$ cat src/rtl/pipelined_addsub.sv
// Pipelined WIDTH-bit adder/subtractor. Each stage resolves one CHUNK-bit slice and
// registers the carry. The result carries N/Z/C/V flags and the caller's tag.
module pipelined_addsub #(
    parameter int WIDTH  = 32,
    parameter int STAGES = 4,
    parameter int TAGW   = 4
) (
    input  logic             clk,
    input  logic             rst_n,
    input  logic             in_valid,
    output logic             in_ready,
    input  logic [WIDTH-1:0] in_a,
    input  logic [WIDTH-1:0] in_b,
    input  logic [1:0]       in_op,
    input  logic             in_cin,
    input  logic [TAGW-1:0]  in_tag,
    output logic             out_valid,
    input  logic             out_ready,
    output logic [WIDTH-1:0] out_sum,
    output logic [TAGW-1:0]  out_tag,
    output logic             out_n,
    output logic             out_z,
    output logic             out_c,
    output logic             out_v
);
    localparam int CHUNK = WIDTH / STAGES;

    // Registered state of each stage
    logic [STAGES-1:0] valid_q, carry_q, zero_q;
    logic [WIDTH-1:0]  a_q   [STAGES];
    logic [WIDTH-1:0]  b_q   [STAGES];
    logic [WIDTH-1:0]  sum_q [STAGES];
    logic [TAGW-1:0]   tag_q [STAGES];
    logic              v_q;

    // What each stage sees at its input: the pipe entry for stage 0, the previous stage otherwise
    logic [STAGES-1:0] s_valid, s_carry, s_zero;
    logic [WIDTH-1:0]  s_a   [STAGES];
    logic [WIDTH-1:0]  s_b   [STAGES];
    logic [WIDTH-1:0]  s_sum [STAGES];
    logic [TAGW-1:0]   s_tag [STAGES];

    logic [STAGES-1:0] carry_d, zero_d;
    logic [WIDTH-1:0]  sum_d [STAGES];
    logic              v_d;
    logic              advance;

    assign advance  = !valid_q[STAGES-1] || out_ready;
    assign in_ready = advance;

    always_comb begin
        // SUB/SBC invert B; ADD forces cin 0, SUB forces 1, ADC/SBC take in_cin.
        s_valid[0] = in_valid;
        s_a[0]     = in_a;
        s_b[0]     = in_op[0] ? ~in_b : in_b;
        s_carry[0] = in_op[1] ? in_cin : in_op[0];
        s_zero[0]  = 1'b1;
        s_sum[0]   = '0;
        s_tag[0]   = in_tag;
        for (int k = 1; k < STAGES; k++) begin
            s_valid[k] = valid_q[k-1];
            s_a[k]     = a_q[k-1];
            s_b[k]     = b_q[k-1];
            s_carry[k] = carry_q[k-1];
            s_zero[k]  = zero_q[k-1];
            s_sum[k]   = sum_q[k-1];
            s_tag[k]   = tag_q[k-1];
        end
    end

    always_comb begin
        logic [CHUNK:0]   csum;
        logic [CHUNK-1:0] ca, cb;
        // NOTE: every comb output gets a default before the loop so no path leaves it unassigned (no latch).
        carry_d = '0;
        zero_d  = '0;
        v_d     = 1'b0;
        for (int k = 0; k < STAGES; k++) begin
            ca         = s_a[k][k*CHUNK +: CHUNK];
            cb         = s_b[k][k*CHUNK +: CHUNK];
            csum       = {1'b0, ca} + {1'b0, cb} + {{CHUNK{1'b0}}, s_carry[k]};
            sum_d[k]   = s_sum[k];
            sum_d[k][k*CHUNK +: CHUNK] = csum[CHUNK-1:0];
            carry_d[k] = csum[CHUNK];
            zero_d[k]  = s_zero[k] && (csum[CHUNK-1:0] == '0);
            // Carry into the chunk's top bit is recovered from its sum bit; the last stage's value is the one kept.
            v_d        = (csum[CHUNK-1] ^ ca[CHUNK-1] ^ cb[CHUNK-1]) ^ csum[CHUNK];
        end
    end

    // NOTE: datapath registers are reset too, so outputs read zero during and after reset.
    always_ff @(posedge clk or negedge rst_n) begin
        if (!rst_n) begin
            valid_q <= '0;
            carry_q <= '0;
            zero_q  <= '0;
            v_q     <= 1'b0;
            for (int k = 0; k < STAGES; k++) begin
                a_q[k]   <= '0;
                b_q[k]   <= '0;
                sum_q[k] <= '0;
                tag_q[k] <= '0;
            end
        end else if (advance) begin
            valid_q <= s_valid;
            carry_q <= carry_d;
            zero_q  <= zero_d;
            v_q     <= v_d;
            for (int k = 0; k < STAGES; k++) begin
                a_q[k]   <= s_a[k];
                b_q[k]   <= s_b[k];
                sum_q[k] <= sum_d[k];
                tag_q[k] <= s_tag[k];
            end
        end
    end

    assign out_valid = valid_q[STAGES-1];
    assign out_sum   = sum_q[STAGES-1];
    assign out_tag   = tag_q[STAGES-1];
    assign out_n     = sum_q[STAGES-1][WIDTH-1];
    assign out_z     = zero_q[STAGES-1];
    assign out_c     = carry_q[STAGES-1];
    assign out_v     = v_q;

endmodule

$ cat config.mk
export PLATFORM = sky130hd
export DESIGN_NAME = pipelined_addsub
export DESIGN_NICKNAME = d
export VERILOG_FILES = /design/src/rtl/pipelined_addsub.sv
export SDC_FILE = /design/constraint.sdc
export NUM_CORES = 1
export LEC_CHECK = 0
export ABC_AREA = 1
export CAP_MARGIN = 5
export CORE_ASPECT_RATIO = 1.75
export CORE_UTILIZATION = 39
export DETAILED_ROUTE_END_ITERATION = 8
export GPL_TIMING_DRIVEN = 0
export PLACE_DENSITY_LB_ADDON = 0.2
export SYNTH_ARGS = -nofsm -noshare
export SYNTH_HDL_FRONTEND = slang
export SYNTH_SLANG_ARGS = --single-unit
$ cat constraint.sdc
create_clock -name clk -period 3.1 [get_ports clk]
set_input_delay 0.31 -clock clk [delete_from_list [all_inputs] [get_ports clk]]
set_output_delay 0.31 -clock clk [all_outputs]
set_load 0.05 [all_outputs]
==> results of run 1 <==
## metrics by stage
stage          util [%]  hold WS (ns)  setup WS [ns]  TNS [ns]  instances
3_3_place_gp       46.4         0.448          -6.93  -1415.28       1488
4_1_cts            49.6         0.277          0.128         0       1526
5_1_grt            49.6         0.302         0.0410         0       1526
2_1_floorplan         -        0.0144          0.767         0       1069
6_report           49.6         0.274          0.163         0       1526
3_5_place_dp       46.5         0.343        -0.0162   -0.0162       1489
## what timing repair did
action / in CTS / in global routing
resized for setup: 1 / 0
hold endpoints to repair: 80 / 0
endpoints found under the setup margin: 1 / 0
hold buffers: 1 / 0
## routing by layer
layer	global-route usage [%]	vias to the layer above	share of wire [%]
met5	0	-	0
met4	4.84	0	1.8
met3	2.07	26	3.4
met2	37.2	116	56
met1	20.5	3306	39
li1	-	3630	-
## sequential cells by signal, summed over array words and instances (netlist names)
signal   count
out_v        1
s_tag       12
valid_q      4
s_sum       48
out_sum     32
b_q         48
zero_q       4
a_q         48
out_tag      4
carry_q      4
## kinds of logic after synthesis
| group | count (synthesis) |
|---|---|
| XOR/XNOR | 52 |
| AO/OA/AOI/OAI | 99 |
| flip-flops | 205 |
| buffers and inverters | 95 |
| multiplexers | 1 |
| AND/OR/NAND/NOR | 581 |
| adder cells (fa/ha/maj) | 36 |
## placed cells by master (no fill, tap or decap), drive strengths merged, types with 5 or more instances in the layout
master         Yosys  layout
buf               24      26
xor2              15      15
clkinv             0       5
o21ai             63      63
nand3             28      28
dfrtp            205     205
nor2              17      17
clkbuf            26      51
fa                 8       8
a21oi             21      21
nand2            522     522
clkdlybuf4s50      0     114
inv               45      46
xnor2             37      37
ha                28      28
nand4              6       6
## worst register-to-register path, delay by kind of cell (launching register included)
kind,cells,cell delay [ns]
xor gates and xnor gates,1,0.24
adders and majority gates,2,0.92
and+or+nand+nor,6,0.53
DFF,1,0.40
## power breakdown
group	internal [W]	switching (W)	leakage (nW)
logic	0.00194	0.00349	2.94
registers	0.00385	0.000665	2.49
clock network	0.00154	0.00104	0.342
## cell type report
cell class / instances / area share, %
Clock inverter: 11 / 1.20
Inverter: 45 / 1.46
Sequential cell: 205 / 44.4
Timing Repair Buffer: 117 / 10.3
Buffer: 50 / 1.97
Clock buffer: 25 / 4.85
Tap cell: 304 / 3.29
Multi-Input combinational cell: 769 / 32.6
## worst max path at each step
stage	startpoint	end	cells after the start
2_1_floorplan	in_op[0]	zero_q[0]$_DFFE_PN0P_	13
3_3_place_gp	rst_n	a_q[126]$_DFFE_PN0P_	1
3_5_place_dp	out_ready	in_ready	6
4_1_cts	valid_q[3]$_DFFE_PN0P_	in_ready	4
5_1_grt	valid_q[3]$_DFFE_PN0P_	in_ready	4
6_report	valid_q[3]$_DFFE_PN0P_	in_ready	4
==> impl_results.md, run 1 <==
- Most common cell in the netlist: nand2_1
- Commonest cells post-synth: 521 x nand2_1, 205 x dfrtp_1, 60 x o21ai_0
- Post-synthesis xor/xnor area fraction: between 4 and 5%
- CP max stage cell: clkdlybuf4s50_1
- Cell variety after synth: 29
- Clock root buffer: clkbuf_16
- Compound-Gate Fraction of Synth Area: under 10%
- Worst Path Required: 2.79 ns
- Syn. warnings: 0
- IO buf count: 115
- GRT Util Overall: 18.6%
- Drt first pass iters: 4
- Leading area contributor after synthesis: dfrtp_1
- # setup viols final: 0
- Diodes inserted: 0
- Slew Limit Fails: 0
- Core area: roughly 23000 um2
- Status: completed
- RePlAce Congestion: between 0.8 and 0.9
- Area contributors post-synth: dfrtp_1 55%, nand2_1 21%, ha_1 3.8%, xnor2_1 3.5%, o21ai_0 3.2%
- Placed cell area: 10900 um2
- WL final: between 20 and 25 mm
- Setup CP Type: flip-flop to primary output
- Top_reg_cell synth: dfrtp_1
- First-pass GRT wire length: about 36 mm
- Multi-input logic area: about 3800 um2
- Die Height: just over 200 um
- F_max: approximately 340 MHz
- Initial Util: 39.8%
- Fillcell total: 2345
- Detailed-route vias per instance: between 4 and 5
- Routed wire per std cell: 14.2 um
- Hold path cells: 3
- CP cell instances: nand2_4 > clkbuf_1 > clkbuf_2 > clkdlybuf4s50_1
- CP startpoint kind: flip-flop
- Net count after synthesis: around 1200
- Crit path largest cell delay: 0.87 ns
- FP Rows: 74
- TritonCTS clock tree: yes
- End of the worst register-to-register path: zero_q[2]$_DFFE_PN0P_
- Leak: between 5 and 6 nW
- Crit end category: primary output
- Vias in the first global route: about 7100
- Hold wc startpoint: in_op[0]
- Number of buffers and inverters on the critical path: 3
- Layout area overhead: 24.5%
- End of the worst hold path: b_q[127]$_DFFE_PN0P_
- Adder-cell share of the synthesized area: ~5.5%
- R2R setup slack: 0.94 ns
- Post-CTS Repair Setup Buffers: 0
- Final hold violation count: 0
- # clock sinks: about 210
- Largest net degree at the start of global routing: 126
- Largest family of logic cells by synthesized area: simple AND/OR/NAND/NOR gates
- Cell Area, Synth: approximately 9300 um2
- Die Width: ~120 um
- Storage cell area: around 5000 um2
- Grt total ovfl: 0
- H-Tree Depth: 1
- Seq/Total Area, Yosys: between 50 and 60%
- Nets: roughly 1300
- Initial antenna violation count: 0
- Clock transition at the registers of the reported paths: 0.07 ns
- Average size of a mapped cell: around 8.7 um2
- Layout cells sized above 1: under 10%
- Worst r2r path cells: 9
- Hold Path Class: primary input to flip-flop
- Max Buffers Root-to-Sink: 3
- Clock period minus worst slack: 2.94 ns
- Max FO, Critical Path: 10
- #FFs+latches synth: between 200 and 250
- Top cell type's share of synthesized area: 55.2%
- Detail Route Antenna Nets: 0
- Multiplexer share of the synthesized area: less than 1%
- Total CTS buffers: 20
- Asr flop ratio synth: 100%
- Least-Margin Pin Slew: 0.624 ns
- Die area: 24500 um2
- Finished Cell Area: 11600 um2
- Critical path's top delay family: buffers and inverters
- Post-DP HPWL: between 15 and 20 mm
- Max-cap violations: 0
- Critical Path AT: around 2.6 ns
- Tot Pwr: 0.0125 W
- Vias: 7078
- Power Dens Cells: about 1100 nW/um2
- Crit share post-route: about 95%
- Skew final: 0.00700 ns
- RSZ-0062 raised after global routing: no
- Max-Slew Margin vs Limit: 58.4%
- Reg2reg start: carry_q[1]$_DFFE_PN0P_
- Post-Synth Simple-Gate Area: between 20% and 30%
- Worst-skew pair later-pin latency: between 0.4 and 0.5 ns
- Remaining DRCs: 0
- Synth Instances: ~1100
- IO Pins: approximately 120
- Peak VDD IR: 0.500 mV
- Post-synth EDFFs: 0
- 1st-iter DRT viols: 262
Note: power is estimated with default switching activity, not from simulation.
==> run 2: changes to the inputs <==
Settings changed: REMOVE_ABC_BUFFERS set to 1.
==> impl_results.md, run 2 (synthesized netlist as in run 1, its figures left out) <==
- Status: completed
- Commonest non-fill, non-tap cells in the layout: 521 x nand2_1, 205 x dfrtp_1, 114 x clkdlybuf4s50_1
- Initial antenna violation count: 0 (unchanged)
- Nets: 1274 (-3.4%)
- Detailed-route vias per instance: 4.66 (+0.37%)
- Core area: 23300 um2 (unchanged)
- 1st-iter DRT viols: 323 (+23%)
- Combinational power share: 42.1% (-1.3 points)
- Power Dens Cells: 1070 nW/um2 (-0.89%)
- Post-DP HPWL: 12.0 mm (-27%)
- Net Sw Frac: 40.2% (-1.3 points)
- Die area: 24500 um2 (unchanged)
- Layout cells sized above 1: 3.41% (-1.9 points)
- Worst-skew pair later-pin latency: 0.50 ns (about the same)
- Least-Margin Pin Slew: 0.784 ns (+0.161 ns)
- Worst r2r path cells: 10 (+1)
- Slew Limit Fails: 0 (unchanged)
- Register share of total power: 36.5% (+0.5 points)
- Die Width: 119 um (unchanged)
- H-Tree Depth: 1 (unchanged)
- Clock root buffer: clkbuf_16
- Max-cap violations: 0 (unchanged)
- Clock power frac: 21.4% (+0.8 points)
- Crit share post-route: 93.3% (-1.4 points)
- Worst Path Required: 2.79 ns (about the same)
- Hold wc startpoint: in_op[0]
- CP startpoint kind: flip-flop
- CTS resizes: 0 (-1)
- Hold path cells: 3 (unchanged)
- Diodes inserted: 0 (unchanged)
- Crit end category: primary output
- Setup CP Type: flip-flop to primary output
- Grt total ovfl: 0 (unchanged)
- Critical Path AT: 2.58 ns (-0.05 ns)
- IO Pins: 117 (unchanged)
- FP Rows: 74 (unchanged)
- Layout area overhead: 23.1%
- Max FO, Critical Path: 99 (+89)
- Total CTS buffers: 21 (+5.0%)
- CP max stage cell: clkdlybuf4s50_1
- Clock period minus worst slack: 2.89 ns (-0.0445 ns)
- Final hold violation count: 0 (unchanged)
- WL final: 18.8 mm (-13%)
- Clock transition at the registers of the reported paths: 0.06 ns (about the same)
- Max-Slew Margin vs Limit: 47.7% (-11 points)
- Die Height: 206 um (unchanged)
- DP Worst Slack: -0.0675 ns (-0.0513 ns)
- End of the worst hold path: b_q[121]$_DFFE_PN0P_
- First-pass GRT wire length: 32.5 mm (-8.8%)
- Internal: 0.00734 W (+0.20%)
- Final core occ: 49.0% (-0.54 points)
- Leak: 5.68 nW (-1.7%)
- Detail Route Antenna Nets: 0 (unchanged)
- Switching power: 0.00493 W (-5.0%)
- IO buf count: 116 (+0.87%)
- RePlAce Congestion: 0.802 (-7.7%)
- RSZ-0062 raised after global routing: no
- Most common cell after layout, fill and taps aside: nand2_1
- End of the worst register-to-register path: zero_q[3]$_DFFE_PN0P_
- Vias in the first global route: 6972 (-1.7%)
- Crit path largest cell delay: 0.88 ns (about the same)
- # clock sinks: 205 (unchanged)
- TritonCTS clock tree: yes
- Vias: 6881 (-2.8%)
- Reg2reg start: valid_q[3]$_DFFE_PN0P_
- Setup TNS: 0 ns (unchanged)
- Routed wire per std cell: 12.7 um (-10%)
- # setup viols final: 0 (unchanged)
- F_max: 346 MHz (+1.5%)
- GRT Util Overall: 16.2% (-2.4 points)
- Largest net degree at the start of global routing: 129 (+2.4%)
- Skew final: 0.00968 ns (+0.00268 ns)
- Drt first pass iters: 4 (unchanged)
- Initial Util: 39.8% (unchanged)
- Max Buffers Root-to-Sink: 3 (unchanged)
- R2R setup slack: 0.32 ns (-0.62 ns)
- Peak VDD IR: 0.516 mV (+3.2%)
- Hold Path Class: primary input to flip-flop
- Post-route setup slack: 0.207 ns (+0.0445 ns)
- Remaining DRCs: 0 (unchanged)
- CP cell instances: nand2_8 > buf_16 > clkdlybuf4s50_1
[run 2: cell types whose count changed in the layout (fill, tap and decap cells not counted), sizes merged]
cell	before	now
buf	26	6
clkbuf	51	30
clkinv	5	1
clkinvlp	2	0
inv	46	45
[run 2: worst max path at each step]
stage	startpoint	endpoint	slack [ns]
after detailed placement	out_ready	zero_q[3]$_DFFE_PN0P_	-0.07
after floorplan	valid_q[3]$_DFFE_PN0P_	zero_q[3]$_DFFE_PN0P_	-1.04
after CTS	valid_q[3]$_DFFE_PN0P_	in_ready	0.12
after global placement	rst_n	b_q[110]$_DFFE_PN0P_	-7.13
final	valid_q[3]$_DFFE_PN0P_	in_ready	0.21
after global routing	valid_q[3]$_DFFE_PN0P_	in_ready	0.05
[run 2: worst max-delay path: cells and delay by family, from the launching register on]
| family | cells | cell delay, ns |
|---|---|---|
| flops | 1 | 0.43 |
| buf+inv | 2 | 1.23 |
| simple gates | 1 | 0.36 |
[run 2: metal layers]
layer / vias up / track usage, % / part of all wire, %
met4: 0 / 5.42 / 1.9
met2: 116 / 30.0 / 52
met1: 3228 / 18.7 / 42
li1: 3515 / - / -
met3: 22 / 2.84 / 4.4
met5: - / 0 / 0
[run 2: through the flow]
step	instance area [um2]	hold WS, ns	cells	total power [W]
6_report	11400	0.293	1478	0.0123
5_1_grt	11400	0.291	1478	0.0133
4_1_cts	11400	0.265	1478	0.0125
3_5_place_dp	10700	0.410	1443	0.00979
3_3_place_gp	10600	0.438	1439	0.00973
2_1_floorplan	9060	0.0144	1019	0.00819
[run 2: final cells by class]
class | count | area, um2
Tap cell | 304 | 380
Multi-Input combinational cell | 769 | 3770
Timing Repair Buffer | 121 | 1270
Clock inverter | 4 | 95.1
Sequential cell | 205 | 5130
Clock buffer | 30 | 609
Fill cell | 2316 | 11900
Inverter | 45 | 176
[run 2: repair_timing]
| action | 4_1_cts | 5_1_grt |
|---|---|---|
| hold buffers | 1 | 0 |
| hold endpoints to repair | 102 | 0 |
| endpoints found under the setup margin | 0 | 0 |
| setup buffers | 0 | 0 |
[run 2: power by group through the flow]
| stage | clock network, W | logic [W] | registers [W] |
|---|---|---|---|
| after floorplan | 0 | 0.00292 | 0.00527 |
| after global placement | 0 | 0.00521 | 0.00452 |
| after detailed placement | 0 | 0.00525 | 0.00453 |
| after CTS | 0.00272 | 0.00527 | 0.00450 |
| after global routing | 0.00281 | 0.00585 | 0.00464 |
| final | 0.00263 | 0.00517 | 0.00448 |
